--- src/rtl/feature_reader_if.sv ---
// Feature BRAM port-B read bus plus the packed node-vector stream of feature_reader.
// master = reader side, slave = BRAM model / downstream consumer side.
interface feature_reader_if #(
    parameter int NEW_FEATURE_WIDTH = 32,
    parameter int NUM_FEATURE_OUT   = 16,
    parameter int NUM_SUBGRAPHS     = 2708
);
    localparam int ADDR_W = $clog2(NUM_SUBGRAPHS * NUM_FEATURE_OUT);
    localparam int IDX_W  = $clog2(NUM_SUBGRAPHS);

    logic                                         feat_bram_enb;
    logic [ADDR_W-1:0]                            feat_bram_addrb;
    logic [NEW_FEATURE_WIDTH-1:0]                 feat_bram_doutb;
    logic                                         node_vld_o;
    logic                                         node_rdy_i;
    logic [NUM_FEATURE_OUT*NEW_FEATURE_WIDTH-1:0] node_feat_o;
    logic [IDX_W-1:0]                             node_idx_o;
    logic                                         node_last_o;

    modport master (
        output feat_bram_enb, feat_bram_addrb,
        input  feat_bram_doutb,
        output node_vld_o, node_feat_o, node_idx_o, node_last_o,
        input  node_rdy_i
    );

    modport slave (
        input  feat_bram_enb, feat_bram_addrb,
        output feat_bram_doutb,
        input  node_vld_o, node_feat_o, node_idx_o, node_last_o,
        output node_rdy_i
    );
endinterface

--- src/rtl/feature_reader.sv ---
// Streams each node's NUM_FEATURE_OUT feature words from BRAM port B as one packed vector.
// Nodes go out in order 0..NUM_SUBGRAPHS-1, one node in flight at a time.
module feature_reader #(
    parameter int NEW_FEATURE_WIDTH = 32,
    parameter int NUM_FEATURE_OUT   = 16,
    parameter int NUM_SUBGRAPHS     = 2708,
    parameter int BRAM_RD_LAT       = 2
) (
    input  logic             clk,
    input  logic             rst_n,
    input  logic             start_i,
    feature_reader_if.master bus,
    output logic             busy_o,
    output logic             done_o
);
    localparam int W      = NEW_FEATURE_WIDTH;
    localparam int DEPTH  = NUM_SUBGRAPHS * NUM_FEATURE_OUT;
    localparam int ADDR_W = $clog2(DEPTH);
    localparam int IDX_W  = $clog2(NUM_SUBGRAPHS);
    localparam int K_W    = $clog2(NUM_FEATURE_OUT);
    localparam int KC_W   = K_W + 1;

    localparam logic [KC_W-1:0]   K_END    = KC_W'(NUM_FEATURE_OUT);
    localparam logic [ADDR_W-1:0] STRIDE   = ADDR_W'(NUM_FEATURE_OUT);
    localparam logic [IDX_W-1:0]  LAST_IDX = IDX_W'(NUM_SUBGRAPHS - 1);

    typedef enum logic [2:0] {IDLE, FETCH, FILL, HOLD, DONE} state_t;

    state_t                           state;
    logic [KC_W-1:0]                  k;
    logic [K_W-1:0]                   rd_k;
    logic [ADDR_W-1:0]                base;
    logic [ADDR_W-1:0]                addrb;
    logic [IDX_W-1:0]                 node;
    logic                             enb;
    logic                             vld;
    logic                             last;
    logic                             done;
    logic                             pending;
    logic [BRAM_RD_LAT-1:0]           trk_vld_p;
    logic [K_W-1:0]                   trk_k_p [BRAM_RD_LAT];
    logic [NUM_FEATURE_OUT-1:0][W-1:0] pack;

    // A read still owes data after this edge if it is being issued now or sits ahead of the last tracker slot.
    always_comb begin
        pending = enb;
        for (int i = 0; i < BRAM_RD_LAT - 1; i++) pending = pending | trk_vld_p[i];
    end

    // In-flight tracker: slot 0 tags the read the BRAM samples this edge, the last slot owns doutb.
    always_ff @(posedge clk or negedge rst_n) begin
        if (!rst_n) begin
            trk_vld_p <= '0;
            for (int i = 0; i < BRAM_RD_LAT; i++) trk_k_p[i] <= '0;
            pack <= '0;
        end else begin
            trk_vld_p[0] <= enb;
            trk_k_p[0]   <= rd_k;
            for (int i = 1; i < BRAM_RD_LAT; i++) begin
                trk_vld_p[i] <= trk_vld_p[i-1];
                trk_k_p[i]   <= trk_k_p[i-1];
            end
            if (trk_vld_p[BRAM_RD_LAT-1]) pack[trk_k_p[BRAM_RD_LAT-1]] <= bus.feat_bram_doutb;
        end
    end

    // Control FSM; enb/addrb are registered one cycle ahead, so k holds the next word to request.
    always_ff @(posedge clk or negedge rst_n) begin
        if (!rst_n) begin
            state <= IDLE;
            k     <= '0;
            rd_k  <= '0;
            base  <= '0;
            addrb <= '0;
            node  <= '0;
            enb   <= 1'b0;
            vld   <= 1'b0;
            last  <= 1'b0;
            done  <= 1'b0;
        end else begin
            done <= 1'b0;
            case (state)
                IDLE: begin
                    base <= '0;
                    if (start_i) begin
                        state <= FETCH;
                        node  <= '0;
                        enb   <= 1'b1;
                        addrb <= '0;
                        rd_k  <= '0;
                        k     <= KC_W'(1);
                    end
                end
                FETCH: begin
                    if (k == K_END) begin
                        state <= FILL;
                        enb   <= 1'b0;
                        k     <= '0;
                    end else begin
                        addrb <= base + ADDR_W'(k);
                        rd_k  <= k[K_W-1:0];
                        k     <= k + 1'b1;
                    end
                end
                FILL: begin
                    if (!pending) begin
                        state <= HOLD;
                        vld   <= 1'b1;
                        last  <= (node == LAST_IDX);
                    end
                end
                HOLD: begin
                    if (bus.node_rdy_i) begin
                        vld  <= 1'b0;
                        last <= 1'b0;
                        if (last) begin
                            state <= DONE;
                            done  <= 1'b1;
                        end else begin
                            state <= FETCH;
                            node  <= node + 1'b1;
                            base  <= base + STRIDE;
                            enb   <= 1'b1;
                            addrb <= base + STRIDE;
                            rd_k  <= '0;
                            k     <= KC_W'(1);
                        end
                    end
                end
                DONE:    state <= IDLE;
                default: state <= IDLE;
            endcase
        end
    end

    assign bus.feat_bram_enb   = enb;
    assign bus.feat_bram_addrb = addrb;
    assign bus.node_vld_o      = vld;
    assign bus.node_feat_o     = pack;
    assign bus.node_idx_o      = node;
    assign bus.node_last_o     = last;
    assign busy_o              = (state != IDLE);
    assign done_o              = done;
endmodule

--- src/flat_wrapper.sv ---
// flat-port wrapper written by rule: the top's interface ports become plain ports
module feature_reader_flat 
#(
    parameter int NEW_FEATURE_WIDTH = 32,
    parameter int NUM_FEATURE_OUT   = 16,
    parameter int NUM_SUBGRAPHS     = 2708,
    parameter int BRAM_RD_LAT       = 2
)
  (clk, rst_n, start_i, busy_o, done_o, bus_feat_bram_enb, bus_feat_bram_addrb, bus_feat_bram_doutb, bus_node_vld_o, bus_node_feat_o, bus_node_idx_o, bus_node_last_o, bus_node_rdy_i);
  feature_reader_if #(.NEW_FEATURE_WIDTH(NEW_FEATURE_WIDTH), .NUM_FEATURE_OUT(NUM_FEATURE_OUT), .NUM_SUBGRAPHS(NUM_SUBGRAPHS)) bus_i ();
  input  logic clk;
  input  logic rst_n;
  input  logic start_i;
  output logic busy_o;
  output logic done_o;
  output wire logic [$bits(bus_i.feat_bram_enb)-1:0] bus_feat_bram_enb;
  output wire logic [$bits(bus_i.feat_bram_addrb)-1:0] bus_feat_bram_addrb;
  input wire logic [$bits(bus_i.feat_bram_doutb)-1:0] bus_feat_bram_doutb;
  output wire logic [$bits(bus_i.node_vld_o)-1:0] bus_node_vld_o;
  output wire logic [$bits(bus_i.node_feat_o)-1:0] bus_node_feat_o;
  output wire logic [$bits(bus_i.node_idx_o)-1:0] bus_node_idx_o;
  output wire logic [$bits(bus_i.node_last_o)-1:0] bus_node_last_o;
  input wire logic [$bits(bus_i.node_rdy_i)-1:0] bus_node_rdy_i;
  assign bus_feat_bram_enb = bus_i.feat_bram_enb;
  assign bus_feat_bram_addrb = bus_i.feat_bram_addrb;
  assign bus_i.feat_bram_doutb = bus_feat_bram_doutb;
  assign bus_node_vld_o = bus_i.node_vld_o;
  assign bus_node_feat_o = bus_i.node_feat_o;
  assign bus_node_idx_o = bus_i.node_idx_o;
  assign bus_node_last_o = bus_i.node_last_o;
  assign bus_i.node_rdy_i = bus_node_rdy_i;
  feature_reader #(.NEW_FEATURE_WIDTH(NEW_FEATURE_WIDTH), .NUM_FEATURE_OUT(NUM_FEATURE_OUT), .NUM_SUBGRAPHS(NUM_SUBGRAPHS), .BRAM_RD_LAT(BRAM_RD_LAT)) u_core (.clk(clk), .rst_n(rst_n), .start_i(start_i), .bus(bus_i), .busy_o(busy_o), .done_o(done_o));
endmodule
--- config.mk ---
export PLATFORM = sky130hd
export DESIGN_NAME = feature_reader_flat
export DESIGN_NICKNAME = d
export VERILOG_FILES = /design/src/rtl/feature_reader_if.sv /design/src/rtl/feature_reader.sv /design/src/flat_wrapper.sv
export SDC_FILE = /design/constraint.sdc
export NUM_CORES = 1
export LEC_CHECK = 0
export ABC_AREA = 1
export BUFFER_PORTS_ARGS = -buffer_cell sky130_fd_sc_hd__buf_2
export CAP_MARGIN = 20
export CORE_AREA = 2 2 225 227
export CTS_CLUSTER_SIZE = 28
export DETAILED_ROUTE_END_ITERATION = 16
export DIE_AREA = 0 0 227 229
export PLACE_DENSITY_LB_ADDON = 0.3
export SLEW_MARGIN = 20
export SYNTH_ARGS = -nofsm -noshare
export SYNTH_HDL_FRONTEND = slang
export SYNTH_SLANG_ARGS = --single-unit
--- constraint.sdc ---
create_clock -name clk -period 1.7 [get_ports clk]
set_clock_uncertainty 0.05 [all_clocks]
set_input_delay 0.255 -clock clk [delete_from_list [all_inputs] [get_ports clk]]
set_output_delay 0.255 -clock clk [all_outputs]
set_load 0.05 [all_outputs]
==> flow_summary.ini <==
[grt]
antenna_found_initial = 1
gr-total-overflow = 0
grt_usage = 0.271
grt_pass1_wl_mm = 107
first_global_vias = 17200
grt_start_max_net_pins = 84

[clocking]
h-tree-depth = 2
clk_path_buf_depth = 3
cts_buffers = 57
insertion_delay_ns = 0.61
cts_sinks = 578
clk_pin_slew_worst_paths_ns = 0.06
cts_tree = done
cts_root_buffer = clkbuf_16

[final_layout]
finalNetCount = 2805
final_core_util = 0.562
syn_to_final_growth_pct = 30.2
fin_cells = 3484
drive_gt1_frac = 0.293

[run]
max_cap_violations = 0

[floorplan]
core_area_sq_um = 49700
start_util = 0.432
dieArea_sq_um = 52000
fp.dieW_um = 227
die_y_um = 229
placementRows = 82
io_pins = 581

[pwr]
p_int_w = 0.0318
netSwitchingFraction = 0.488
p_comb_frac = 0.455
pwr-share-clk = 0.213
p_switching_w = 0.0303
total_power_w = 0.0621
powerDensity_nw_per_um2 = 2220
ir_worst_vdd_v = 0.00134
seqPwrFrac = 0.332
p_leak_nw = 14.1

[critical_path]
crit_buf_inv = 3
r2r_start = u_core.state[2]
rr_endpoint = u_core.bus.node_idx_o[2]
r2r_cells = 9
cp_cell_sequence = inv_1 -> nand2_4 -> nor2_4 -> inv_2 -> buf_8
critPathMaxFanout = 2
arrival_ns = 1.47
slowest_delay_ns = 0.38
crit_path_end_kind = output port
rrSetupSlack_ns = 0.06
crit_family = flip-flops
critical_path.slowest_cell = dfrtp_1
start_kind = register
crit_type = reg2out
required_ns = 1.39

[placement]
dp_cells = 3365
hpwl_mm = 49.4
io_buffers = 580
place.gp.congestion = 0.897

[hold_path]
hp-class = in2async

[yosys]
syn_nets = 2207
synth_ff_type = dfrtp_1
seq_area_frac_synth = 0.674
synth_warnings = 0
ys_async_sr_fraction = 1.00
synth-seq-cells = 578
avgSynthCellArea_sq_um = 9.90
synth_enable_flop_cells = 0
synth_area_sq_um = 21400
ys_types = 27
synthCells = 2166

[timing]
timing.final.ws_setup_ns = -0.0751
rsz0062_at_grt = yes
relSlewSlack = 0.690
hold_viol_final = 0
fmax_mhz = 563
setup_viol = 1
worst_pin_slew_ns = 0.465
maxSlewViolCount = 0
fin_crit_sh = 1.04
post-route-min-period_ns = 1.78

[run_status]
violations = setup timing
status = complete, but fails checks

[routing]
wl_per_cell_um = 20.7
drt-total-wl_mm = 72.0
ant_nets = 0
vias = 18200
viasPerCell = 5.23
dr.first_iter.drc_count = 1525
drt_pass1_iterations = 5
drc = 0
[cells in the mapped netlist (6+ instances only)]
| library cell | number | area share |
|---|---|---|
| a21oi_1 | 8 | 0.0019 |
| buf_2 | 11 | 0.0026 |
| clkbuf_1 | 125 | 0.022 |
| dfrtp_1 | 578 | 0.67 |
| inv_1 | 78 | 0.014 |
| nand2_1 | 662 | 0.12 |
| nand2_2 | 12 | 0.0035 |
| nand3_1 | 40 | 0.0093 |
| nand4_1 | 21 | 0.0061 |
| nor2_1 | 31 | 0.0054 |
| nor2_2 | 6 | 0.0018 |
| nor3_1 | 6 | 0.0014 |
| o21ai_0 | 541 | 0.13 |
| o21ai_1 | 16 | 0.0037 |
[kinds of logic (layout without fill, tap and decap cells)]
| family | count (synthesis) | count (layout) | synth area share |
|---|---|---|---|
| xor gates and xnor gates | 2 | 2 | 0.000817 |
| DFF | 578 | 578 | 0.674 |
| AOI/OAI and AO/OA | 571 | 571 | 0.134 |
| other | 0 | 1 | 0 |
| adders and majority gates | 5 | 5 | 0.00292 |
| and+or+nand+nor | 787 | 787 | 0.147 |
| buffers and inverters | 223 | 868 | 0.0407 |
[state kept, by name (all words and copies together), names as in the netlist, 2 cells and up]
| name | flops |
|---|---|
| u_core.k | 5 |
| u_core.bus.node_feat_o | 512 |
| u_core.trk_k_p | 8 |
| u_core.state | 3 |
| u_core.bus.feat_bram_addrb | 16 |
| u_core.bus.node_idx_o | 12 |
| u_core.trk_vld_p | 2 |
| u_core.rd_k | 4 |
| u_core.base | 12 |
[worst reg2reg max path, delay by kind of cell, from the launching register on]
kind,cells,cell delay (ns)
and+or+nand+nor,5,0.63
AOI/OAI and AO/OA,1,0.10
DFF,1,0.39
buffers and inverters,3,0.38
[stage by stage]
stage	cell area [sq um]	hold WS (ns)	setup WS [ns]	setup TNS (ns)
6_report	27900	0.0355	-0.0751	-0.0751
2_1_floorplan	21500	-0.0906	0.00666	0
4_1_cts	27700	0.0304	-0.0897	-0.0897
3_5_place_dp	25700	0.0739	0.0663	0
5_1_grt	27900	0.0364	-0.147	-0.681
3_3_place_gp	25700	0.0714	0.100	0
[metal layers]
layer | vias to the layer above | track usage | part of all wire
met5 | - | 0 | 0
met4 | 0 | 0.114 | 0.045
met3 | 154 | 0.0695 | 0.088
met2 | 815 | 0.438 | 0.47
met1 | 8955 | 0.348 | 0.39
li1 | 8284 | - | -
[worst max-delay path by stage]
stage                             start  slack (ns)                             end  depth (start not counted)
6_report                u_core.state[1]       -0.08                          busy_o                          5
5_1_grt                 u_core.state[1]       -0.15                          busy_o                          5
4_1_cts                 u_core.state[2]       -0.09                          busy_o                          5
3_5_place_dp            u_core.state[1]        0.07   u_core.bus.feat_bram_addrb[1]                          7
3_3_place_gp             u_core.base[4]        0.10  u_core.bus.feat_bram_addrb[14]                         10
2_1_floorplan  u_core.bus.node_idx_o[1]       0.007        u_core.bus.node_idx_o[8]                          6
[placed cells by master, fill, tap and decap left out, types with 2 or more instances in the layout]
master,instances
o21bai_1,2
nand4_1,21
buf_8,2
clkinvlp_4,2
dlygate4sd3_1,2
nand3_1,39
nor3_1,6
inv_2,5
nor2_1,23
buf_12,30
nand2_4,2
clkbuf_16,58
clkinv_8,2
bufinv_16,7
dfrtp_1,577
nand3_2,5
clkbuf_1,12
xor2_1,2
o21ai_0,538
nand2_2,14
inv_6,2
clkbuf_4,4
nor2_2,9
clkinv_4,2
clkinv_2,10
inv_1,74
buf_6,4
nand2_1,658
buf_2,567
nor2_4,7
o31ai_1,2
ha_1,5
buf_4,72
o21ai_1,17
a21oi_1,8
clkbuf_8,12
[power by group through the flow]
stage               registers (W)  logic (W)  clock network [W]
global placement           0.0206     0.0274                  0
finish                     0.0206     0.0283             0.0132
global route               0.0211     0.0298             0.0140
CTS                        0.0206     0.0279             0.0134
floorplan                  0.0350    0.00526                  0
detailed placement         0.0207     0.0277                  0
[layout make-up]
cell class / count / area (sq um)
clock buffers: 81 / 1640
fillers: 4388 / 21700
diodes: 1 / 2.50
flip-flops and latches: 578 / 14500
multi-input cells: 1365 / 6210
clock inverters: 25 / 343
repair buffers: 682 / 4130
well taps: 672 / 841
inverters: 80 / 303
[repair_timing]
item,CTS,global route
setup endpoints to repair,6,51
pin swaps,2,3
hold buffers,2,0
hold endpoints to repair,408,0
resized for setup,14,41
buffers inserted,3,3
gates cloned,0,4
Power figures use the tool's default switching activity.
